**config.mk**
```make
export PLATFORM = sky130hd
export DESIGN_NAME = mux_rr_arbiter
export DESIGN_NICKNAME = d
export VERILOG_FILES = /design/src/rtl/mux_rr_arbiter.sv
export SDC_FILE = /design/constraint.sdc
export NUM_CORES = 1
export LEC_CHECK = 0
export CORE_MARGIN = 2
export CORE_UTILIZATION = 40
export CTS_BUF_LIST = sky130_fd_sc_hd__clkbuf_4
export DETAILED_ROUTE_END_ITERATION = 6
export GPL_ROUTABILITY_DRIVEN = 0
export GPL_TIMING_DRIVEN = 0
export PLACE_DENSITY = 0.66
export SYNTH_ARGS = -nofsm -noshare
export SYNTH_HDL_FRONTEND = slang
export SYNTH_SLANG_ARGS = --single-unit
export TNS_END_PERCENT = 10
```
**constraint.sdc**
```tcl
create_clock -name clk -period 6.2 [get_ports clk]
set_input_delay 1.24 -clock clk [delete_from_list [all_inputs] [get_ports clk]]
set_output_delay 1.24 -clock clk [all_outputs]
set_load 0.02 [all_outputs]
```
**src/rtl/mux_rr_arbiter.sv**
```systemverilog
// Round-robin arbiter that owns the select of a shared 16:1 single-bit mux.
// Optional forced release after MAX_HOLD owned cycles: define MUX_ARB_TIMEOUT_EN.
module mux_rr_arbiter #(
  parameter int unsigned N_REQ    = 16,
  parameter int unsigned SEL_W    = 4,
  parameter int unsigned MAX_HOLD = 8
) (
  input  logic             clk,
  input  logic             rst_n,
  input  logic [N_REQ-1:0] req,
  input  logic             done,
  output logic [SEL_W-1:0] sel,
  output logic [N_REQ-1:0] grant,
  output logic             valid,
  output logic             timeout
);

  localparam bit PARAMS_OK = (SEL_W == $clog2(N_REQ)) && (MAX_HOLD >= 2) && (MAX_HOLD <= 255);

  generate
    if (!PARAMS_OK) begin : g_bad_params
      $error("mux_rr_arbiter: illegal parameter combination");
    end
  endgenerate

  typedef enum logic {IDLE, OWN} state_t;

  state_t             state_q;
  logic [SEL_W-1:0]   ptr_q;
  logic [SEL_W-1:0]   sel_q;
  logic [N_REQ-1:0]   grant_q;
  logic               valid_q;

  logic [SEL_W-1:0]   win_d;
  logic [SEL_W-1:0]   cand;
  logic               win_found;
  logic               release_req;

  // First requester found scanning upward from the slot after the last owner.
  always_comb begin
    win_d     = '0;
    cand      = '0;
    win_found = 1'b0;
    for (int unsigned i = 1; i <= N_REQ; i++) begin
      cand = SEL_W'((32'(ptr_q) + i) % N_REQ);
      if (!win_found && req[cand]) begin
        win_found = 1'b1;
        win_d     = cand;
      end
    end
  end

  assign release_req = done || !req[sel_q];

`ifdef MUX_ARB_TIMEOUT_EN
  logic [7:0] hold_q;
  logic       timeout_q;

  always_ff @(posedge clk or negedge rst_n) begin
    if (!rst_n) begin
      state_q   <= IDLE;
      ptr_q     <= '1;
      sel_q     <= '0;
      grant_q   <= '0;
      valid_q   <= 1'b0;
      hold_q    <= '0;
      timeout_q <= 1'b0;
    end else begin
      timeout_q <= 1'b0;
      case (state_q)
        IDLE: begin
          if (win_found) begin
            sel_q   <= win_d;
            grant_q <= N_REQ'(1) << win_d;
            valid_q <= 1'b1;
            hold_q  <= '0;
            state_q <= OWN;
          end
        end
        OWN: begin
          // done wins over an expiring hold counter, so timeout only fires on a true forced release.
          if (release_req || (hold_q == 8'(MAX_HOLD - 1))) begin
            grant_q   <= '0;
            valid_q   <= 1'b0;
            ptr_q     <= sel_q;
            state_q   <= IDLE;
            timeout_q <= !release_req;
          end else begin
            hold_q <= hold_q + 8'd1;
          end
        end
        default: state_q <= IDLE;
      endcase
    end
  end

  assign timeout = timeout_q;
`else
  always_ff @(posedge clk or negedge rst_n) begin
    if (!rst_n) begin
      state_q <= IDLE;
      ptr_q   <= '1;
      sel_q   <= '0;
      grant_q <= '0;
      valid_q <= 1'b0;
    end else begin
      case (state_q)
        IDLE: begin
          if (win_found) begin
            sel_q   <= win_d;
            grant_q <= N_REQ'(1) << win_d;
            valid_q <= 1'b1;
            state_q <= OWN;
          end
        end
        OWN: begin
          if (release_req) begin
            grant_q <= '0;
            valid_q <= 1'b0;
            ptr_q   <= sel_q;
            state_q <= IDLE;
          end
        end
        default: state_q <= IDLE;
      endcase
    end
  end

  assign timeout = 1'b0;
`endif

  assign sel   = sel_q;
  assign grant = grant_q;
  assign valid = valid_q;

endmodule

```
==> results of run 1 <==
## layout make-up
| cell class | instances | area, sq um |
|---|---|---|
| sequential | 26 | 656 |
| fill | 854 | 4820 |
| clock buffer | 3 | 22.5 |
| multi-input combinational | 330 | 2940 |
| timing repair buffer | 39 | 390 |
| buffer | 27 | 150 |
| tap | 111 | 139 |
| clock inverter | 1 | 30.0 |
| inverter | 14 | 52.6 |
## per-stage QoR
step	area [sq um]	utilization (%)
final	4380	47.6
after global routing	4380	47.6
after CTS	4360	47.4
after detailed placement	4310	46.9
after global placement	4310	46.9
after floorplan	3780	-
## state kept, by name (all words and copies together), names as in the netlist
signal / count
grant: 16
ptr_q: 4
sel: 4
state_q: 1
valid: 1
## critical path, cell delays in order (launching register included)
cell	delay, ns
dfstp_2	0.68
buf_2	0.35
inv_1	0.14
buf_1	0.42
ha_1	0.43
buf_2	0.28
clkinv_1	0.37
mux2i_1	0.33
mux4_2	0.38
nand4_1	0.18
buf_2	0.25
nand2b_1	0.27
or4b_2	0.65
a31oi_1	0.27
o21ai_1	0.27
o41ai_1	0.48
## cells by family (layout without fill, tap and decap cells)
| group | Yosys count | in the layout | synth area share [%] |
|---|---|---|---|
| AO/OA/AOI/OAI | 109 | 109 | 19.9 |
| XOR/XNOR | 11 | 11 | 2.75 |
| adder cells (fa/ha/maj) | 8 | 8 | 2.65 |
| buffers and inverters | 41 | 84 | 5.29 |
| flip-flops | 26 | 26 | 17.3 |
| multiplexers | 94 | 94 | 38.4 |
| other | 1 | 1 | 0.0992 |
| AND/OR/NAND/NOR | 107 | 107 | 13.6 |
## metal layers
layer / vias to the layer above / global-route usage (%)
met2: 216 / 37.1
met5: - / 0
met1: 1845 / 32.7
li1: 1658 / -
met3: 35 / 4.35
met4: 0 / 7.59
## path summary, 6_finish.rpt
check                       endpoint  cells after the start  startpoint  slack [ns]
max in group asynchronous   grant[5]                      1       rst_n        4.01
hold / removal             grant[15]                      2   grant[15]        0.50
setup / recovery           grant[10]                     15    ptr_q[1]        0.31
hold reg to reg            grant[15]                      2   grant[15]        0.50
min in group asynchronous  grant[11]                      1       rst_n        1.51
setup reg to reg           grant[10]                     15    ptr_q[1]        0.31
## repair_timing
item	CTS	global route
hold endpoints to repair	0	0
endpoints found under the setup margin	0	19
gates resized for setup	0	6
## placed cells by master (no fill, tap or decap), drive strengths merged, types with 4 or more instances in the layout
master / synthesis / routed
nand2: 45 / 45
clkdlybuf4s50: 0 / 39
mux4: 37 / 37
mux2i: 32 / 32
o21ai: 26 / 26
a21oi: 25 / 25
nor2: 25 / 25
mux2: 25 / 25
dfrtp: 22 / 22
o41ai: 16 / 16
buf: 16 / 16
clkbuf: 11 / 14
inv: 13 / 13
xnor2: 9 / 9
ha: 8 / 8
nand3: 8 / 8
a31oi: 7 / 7
nor3: 6 / 6
or4: 5 / 5
nor2b: 4 / 4
o32a: 4 / 4
dfstp: 4 / 4
==> flow_summary.yaml, run 1 <==
outcome:
  outcome: "finished, final reports clean"
floorplanning:
  rows: 35
  die_height_microns: 101
  start_util_pct: 41.1
  core_sq_um: 9200
  io_pins: 41
  die_area_sq_um: 10200
  die_w_microns: 101
logic_synthesis:
  synth_cell_types: 62
  synth-seq-area-share_pct: 17.3
  post-synth-top-count-cell: "nand2_1"
  syn-num-nets: 424
  synth_common_cells: "45 x nand2_1, 37 x mux4_2, 30 x mux2i_1, 25 x a21oi_1"
  synth_cells: 397
  synth_top_area_share_pct: 22.0
  synth-seq-cells: 26
  async_flop_share_pct: 100
  synth_area_leader_cell: "mux4_2"
  synth_edf_count: 0
  synth_ff_type: "dfrtp_1"
  synth_area_leaders: "mux4_2 22%, dfrtp_1 15%, mux2i_1 7.9%"
  synth_area_sq_um: 3780
  yosys_warnings: 0
  syn_avg_cell_area_sq_um: 9.52
setup_path:
  arrival_ns: 6.10
  cp_max_fo: 13
  worstSetupPathType: "reg2reg"
  end_kind: "flip-flop"
  cp_data_required_time_ns: 6.41
  startpoint_type: "flip-flop"
global_routing:
  grt_max_degree: 27
  overflow: 0
  grt_pass1_wl_microns: 19000
  grt_usage_pct: 23.5
  grt_pass1_vias: 3580
  antenna_found_initial: 0
timing:
  finalHoldViolations: 0
  tightest_slew_ns: 1.15
  post-route-min-period_ns: 5.89
  fin_ws_ns: 0.314
  setup_violations: 0
  finClkSkew_ns: 0.00163
  fin_setup_tns_ns: 0
  timing.hold.ws_ns: 0.496
  maxClockFrequency_mhz: 170
  drv_slew: 0
  fin_crit_sh_pct: 94.9
  slew_headroom_pct: 23.4
route:
  drt.antenna.violating_nets: 0
  drt_first_pass_iters: 5
  route.met2.wl_microns: 5420
  route.detailed.drc: 0
  vias: 3754
  wire_per_inst_microns: 21.3
  vias_per_cell: 6.81
  drtIter0Drc: 324
  wl_microns: 11800
  wl_met3_microns: 1010
  routed.top_layer: "met4"
  met1_length_microns: 4910
finish:
  drive_gt1_share_pct: 21.6
  finalNonFillerCells: 551
  area_delta_synth_final_pct: 15.7
  final_nets: 468
  diodes: 0
cts:
  clockBufferDepth: 2
  clk_pin_slew_ns: 0.14
  cts.sinks: 26
  worstSkewPairLatency_ns: 0.32
  cts_max_level: 1
  cts_tree: "yes"
  cts_root_buf: "clkbuf_4"
  cts_setup_buffers: 0
  cts_made_buffers: 3
  hold_buffers: 0
placed_design:
  io_buffers: 39
  pre_cts_slack_ns: 0.186
  hpwl_microns: 9050
  place_inst: 547
run:
  drv_cap: 0
hold_path:
  hp-class: "reg2reg"
Power of run 1 is not shown: default switching activity piles up to over one toggle a cycle in this logic, so the estimate is an artifact.
==> run 2: changes to the inputs <==
CORE_UTILIZATION = 38   (was 40)
PLACE_DENSITY = 0.63   (was 0.66)
==> flow_summary.yaml, run 2 (synthesis gave the netlist of run 1 again) <==
global_routing:
  antenna_found_initial: 0
  overflow: 0
  grt_usage_pct: 21.7
  grt_pass1_wl_microns: 19100
  grt_pass1_vias: 3524
  grt_max_degree: 27
cts:
  cts_max_level: 1
  clk_pin_slew_ns: 0.12
  cts_made_buffers: 3
  hold_buffers: 0
  worstSkewPairLatency_ns: 0.31
  clockBufferDepth: 2
  cts_tree: "yes"
  cts_root_buf: "clkbuf_4"
  cts.sinks: 26
floorplanning:
  io_pins: 41
  core_sq_um: 9730
  die_height_microns: 104
  die_w_microns: 104
  rows: 36
  die_area_sq_um: 10800
  start_util_pct: 38.9
setup_path:
  timing.rr.start: "ptr_q[1]"
  crit_path_max_incr_delay_ns: 0.68
  crit_chain: "buf_2, inv_1, ha_1, buf_2, clkbuf_2, mux4_2, mux2i_1, mux2_2, nand3b_1, or4_1, buf_2, o22ai_1, a31oi_1, or4_1, buf_2, o41ai_1"
  cp_data_required_time_ns: 6.39
  slowest_stage: "dfstp_2"
  cpLargestDelayFamily: "buffers and inverters"
  cp_max_fo: 15
  arrival_ns: 6.00
  cp_common_cell: "buf_2"
  startpoint_type: "flip-flop"
  path_buf_inv: 6
  end_kind: "flip-flop"
  cp-startpoint: "ptr_q[1]"
  worstSetupPathType: "reg2reg"
finish:
  largest_reg_flops: 16
  drive_gt1_share_pct: 21.4
  layout_common_cells: "45 x nand2_1, 39 x clkdlybuf4s50_1, 37 x mux4_2"
  diodes: 0
  area_delta_synth_final_pct: 16.0
  final_nets: 467
  layout_commonest_cell: "nand2_1"
route:
  route.detailed.drc: 0
  vias: 3691
  drt_first_pass_iters: 6
  drt.antenna.violating_nets: 0
  vias_per_cell: 6.45
  wl_microns: 11700
  drtIter0Drc: 515
  wire_per_inst_microns: 20.5
timing:
  slew_headroom_pct: 24.5
  tightest_slew_ns: 1.13
  finalHoldViolations: 0
  finClkSkew_ns: 0.0133
  setup_violations: 0
  rsz0062_at_grt: "false"
  maxClockFrequency_mhz: 172
  fin_crit_sh_pct: 93.7
  fin_setup_tns_ns: 0
  post-route-min-period_ns: 5.81
  drv_slew: 0
placed_design:
  hpwl_microns: 9200
  io_buffers: 39
hold_path:
  min_from: "valid"
  hp-class: "reg2reg"
outcome:
  outcome: "finished, final reports clean"
run:
  drv_cap: 0
## run 2: cell count changes in the layout (fill, tap and decap cells not counted), sizes merged
cell and change:
buf -1, bufinv -1, clkinv +1
## run 2: path summary, 6_finish.rpt
kind	to	slack [ns]	depth (start not counted)
min reg2reg	valid	0.50	1
max reg2reg	grant[2]	0.39	16
min in group asynchronous	grant[15]	1.51	1
max	grant[2]	0.39	16
min	valid	0.50	1
max in group asynchronous	state_q	4.01	1
## run 2: per-layer routing
| metal | track usage, % | vias up | routed length, microns |
|---|---|---|---|
| met3 | 3.34 | 23 | 913 |
| met5 | 0 | - | 0 |
| li1 | - | 1652 | - |
| met2 | 35.4 | 184 | 5540 |
| met4 | 4.44 | 0 | 221 |
| met1 | 30.8 | 1832 | 5040 |
## run 2: timing repair
item                       CTS  global route
setup buffers                0             0
setup endpoints to repair    0            19
resized for setup            0             7
## run 2: per-stage QoR
| step | hold slack (ns) | instances | worst slack [ns] | instance area [sq um] | utilization, % |
|---|---|---|---|---|---|
| after floorplan | 0.527 | 397 | 1.41 | 3780 | - |
| after global placement | 0.464 | 569 | 0.197 | 4340 | 44.6 |
| after detailed placement | 0.465 | 569 | 0.134 | 4340 | 44.6 |
| after CTS | 0.501 | 573 | 0.0929 | 4360 | 44.9 |
| after global routing | 0.516 | 572 | 0.160 | 4390 | 45.1 |
| final | 0.496 | 572 | 0.388 | 4390 | 45.1 |
## run 2: area by class of cell
type | count | area (sq um)
multi-input combinational | 330 | 2950
clock inverter | 1 | 3.75
inverter | 14 | 52.6
clock buffer | 3 | 22.5
tap | 133 | 166
timing repair buffer | 39 | 390
buffer | 26 | 146
sequential | 26 | 656
fill | 966 | 5340
Power of run 2 is left out for the same reason.
==> run 3: changes to the inputs <==
CAP_MARGIN = 25   (was unset)
clock period = 7.1 ns   (was 6.2 ns; I/O delays follow)
==> flow_summary.yaml, run 3 (synthesis gave the netlist of run 1 again) <==
outcome:
  outcome: "finished, final reports clean"
timing:
  maxClockFrequency_mhz: 161
  fin_crit_sh_pct: 87.2
  slew_headroom_pct: 37.1
  rsz0062_at_grt: "false"
  tightest_slew_ns: 0.944
  post-route-min-period_ns: 6.19
  finalHoldViolations: 0
  fin_setup_tns_ns: 0
  finClkSkew_ns: 0.0140
  setup_violations: 0
  drv_slew: 0
route:
  vias_per_cell: 6.43
  drtIter0Drc: 377
  vias: 3705
  route.detailed.drc: 0
  wl_microns: 11900
  drt_first_pass_iters: 6
  drt.antenna.violating_nets: 0
  wire_per_inst_microns: 20.6
floorplanning:
  core_sq_um: 9730
  start_util_pct: 38.9
  die_area_sq_um: 10800
  die_w_microns: 104
  die_height_microns: 104
  rows: 36
  io_pins: 41
finish:
  area_delta_synth_final_pct: 16.1
  diodes: 0
  layout_common_cells: "45 x nand2_1, 39 x clkdlybuf4s50_1, 37 x mux4_2"
  final_nets: 471
  layout_commonest_cell: "nand2_1"
  final_util_pct: 45.1
  drive_gt1_share_pct: 21.0
  largest_reg_flops: 16
cts:
  clk_pin_slew_ns: 0.14
  cts_max_level: 1
  cts_made_buffers: 3
  clockBufferDepth: 2
  cts_root_buf: "clkbuf_4"
  worstSkewPairLatency_ns: 0.32
  cts_tree: "yes"
  cts.sinks: 26
  post_cts_resized: 0
  hold_buffers: 0
  cts_setup_buffers: 0
setup_path:
  r2r-end: "grant[6]"
  startpoint_type: "flip-flop"
  crit_chain: "buf_2, inv_1, buf_1, ha_1, buf_2, clkbuf_1, mux4_2, mux2i_1, mux2_2, nand3b_1, nor4_2, a21oi_1, nor2_1, clkbuf_1, nand2_1, o41ai_1"
  timing.rr.start: "ptr_q[1]"
  worstSetupPathType: "reg2reg"
  end_kind: "flip-flop"
  crit_path_max_incr_delay_ns: 0.69
  rrSetupSlack_ns: 0.91
  arrival_ns: 6.42
  cp_max_fo: 13
  reg2reg_depth: 16
  cp-startpoint: "ptr_q[1]"
  cp_data_required_time_ns: 7.33
  slowest_stage: "dfstp_2"
global_routing:
  grt_pass1_vias: 3665
  grt_pass1_wl_microns: 19500
  grt_max_degree: 21
  grt_usage_pct: 22.3
  antenna_found_initial: 0
  overflow: 0
hold_path:
  worstHoldPathCells: 2
  hp-class: "reg2reg"
  min_from: "grant[15]"
  min_to: "grant[15]"
placed_design:
  hpwl_microns: 9250
  io_buffers: 39
run:
  drv_cap: 0
## run 3: per-stage QoR
step                      hold slack, ns  cells  setup WS [ns]  cell area (sq um)
after global routing               0.516    576          0.405               4390
final                              0.497    576          0.907               4390
after detailed placement           0.468    571           1.01               4360
after global placement             0.464    569           1.10               4340
after floorplan                    0.527    397           2.31               3780
after CTS                          0.501    575          0.969               4380
## run 3: layer usage
metal / up-vias / share of wire (%) / track usage, %
met5: - / 0 / 0
met3: 36 / 8.1 / 3.71
met1: 1814 / 42 / 31.0
met2: 202 / 46 / 35.2
li1: 1653 / - / -
met4: 0 / 3.5 / 7.72
## run 3: worst max path at each step
stage,end,slack [ns]
detailed placement,grant[2],1.01
CTS,grant[2],0.97
global placement,grant[6],1.10
floorplan,grant[0],2.31
finish,grant[6],0.91
global route,grant[6],0.41
## run 3: final cells by class
type / count / area [sq um]
Fill cell: 975 / 5340
Buffer: 27 / 148
Clock buffer: 3 / 22.5
Timing Repair Buffer: 42 / 415
Inverter: 14 / 52.6
Tap cell: 133 / 166
Multi-Input combinational cell: 330 / 2930
Clock inverter: 1 / 3.75
Sequential cell: 26 / 656
## run 3: critical path, delay by kind of cell (launching register included)
family,cells,cell delay (ns)
AOI/OAI and AO/OA,2,0.43
and+or+nand+nor,4,1.40
buffers and inverters,6,2.13
adders and majority gates,1,0.45
muxes,3,0.99
DFF,1,0.69
Power of run 3 is left out for the same reason.
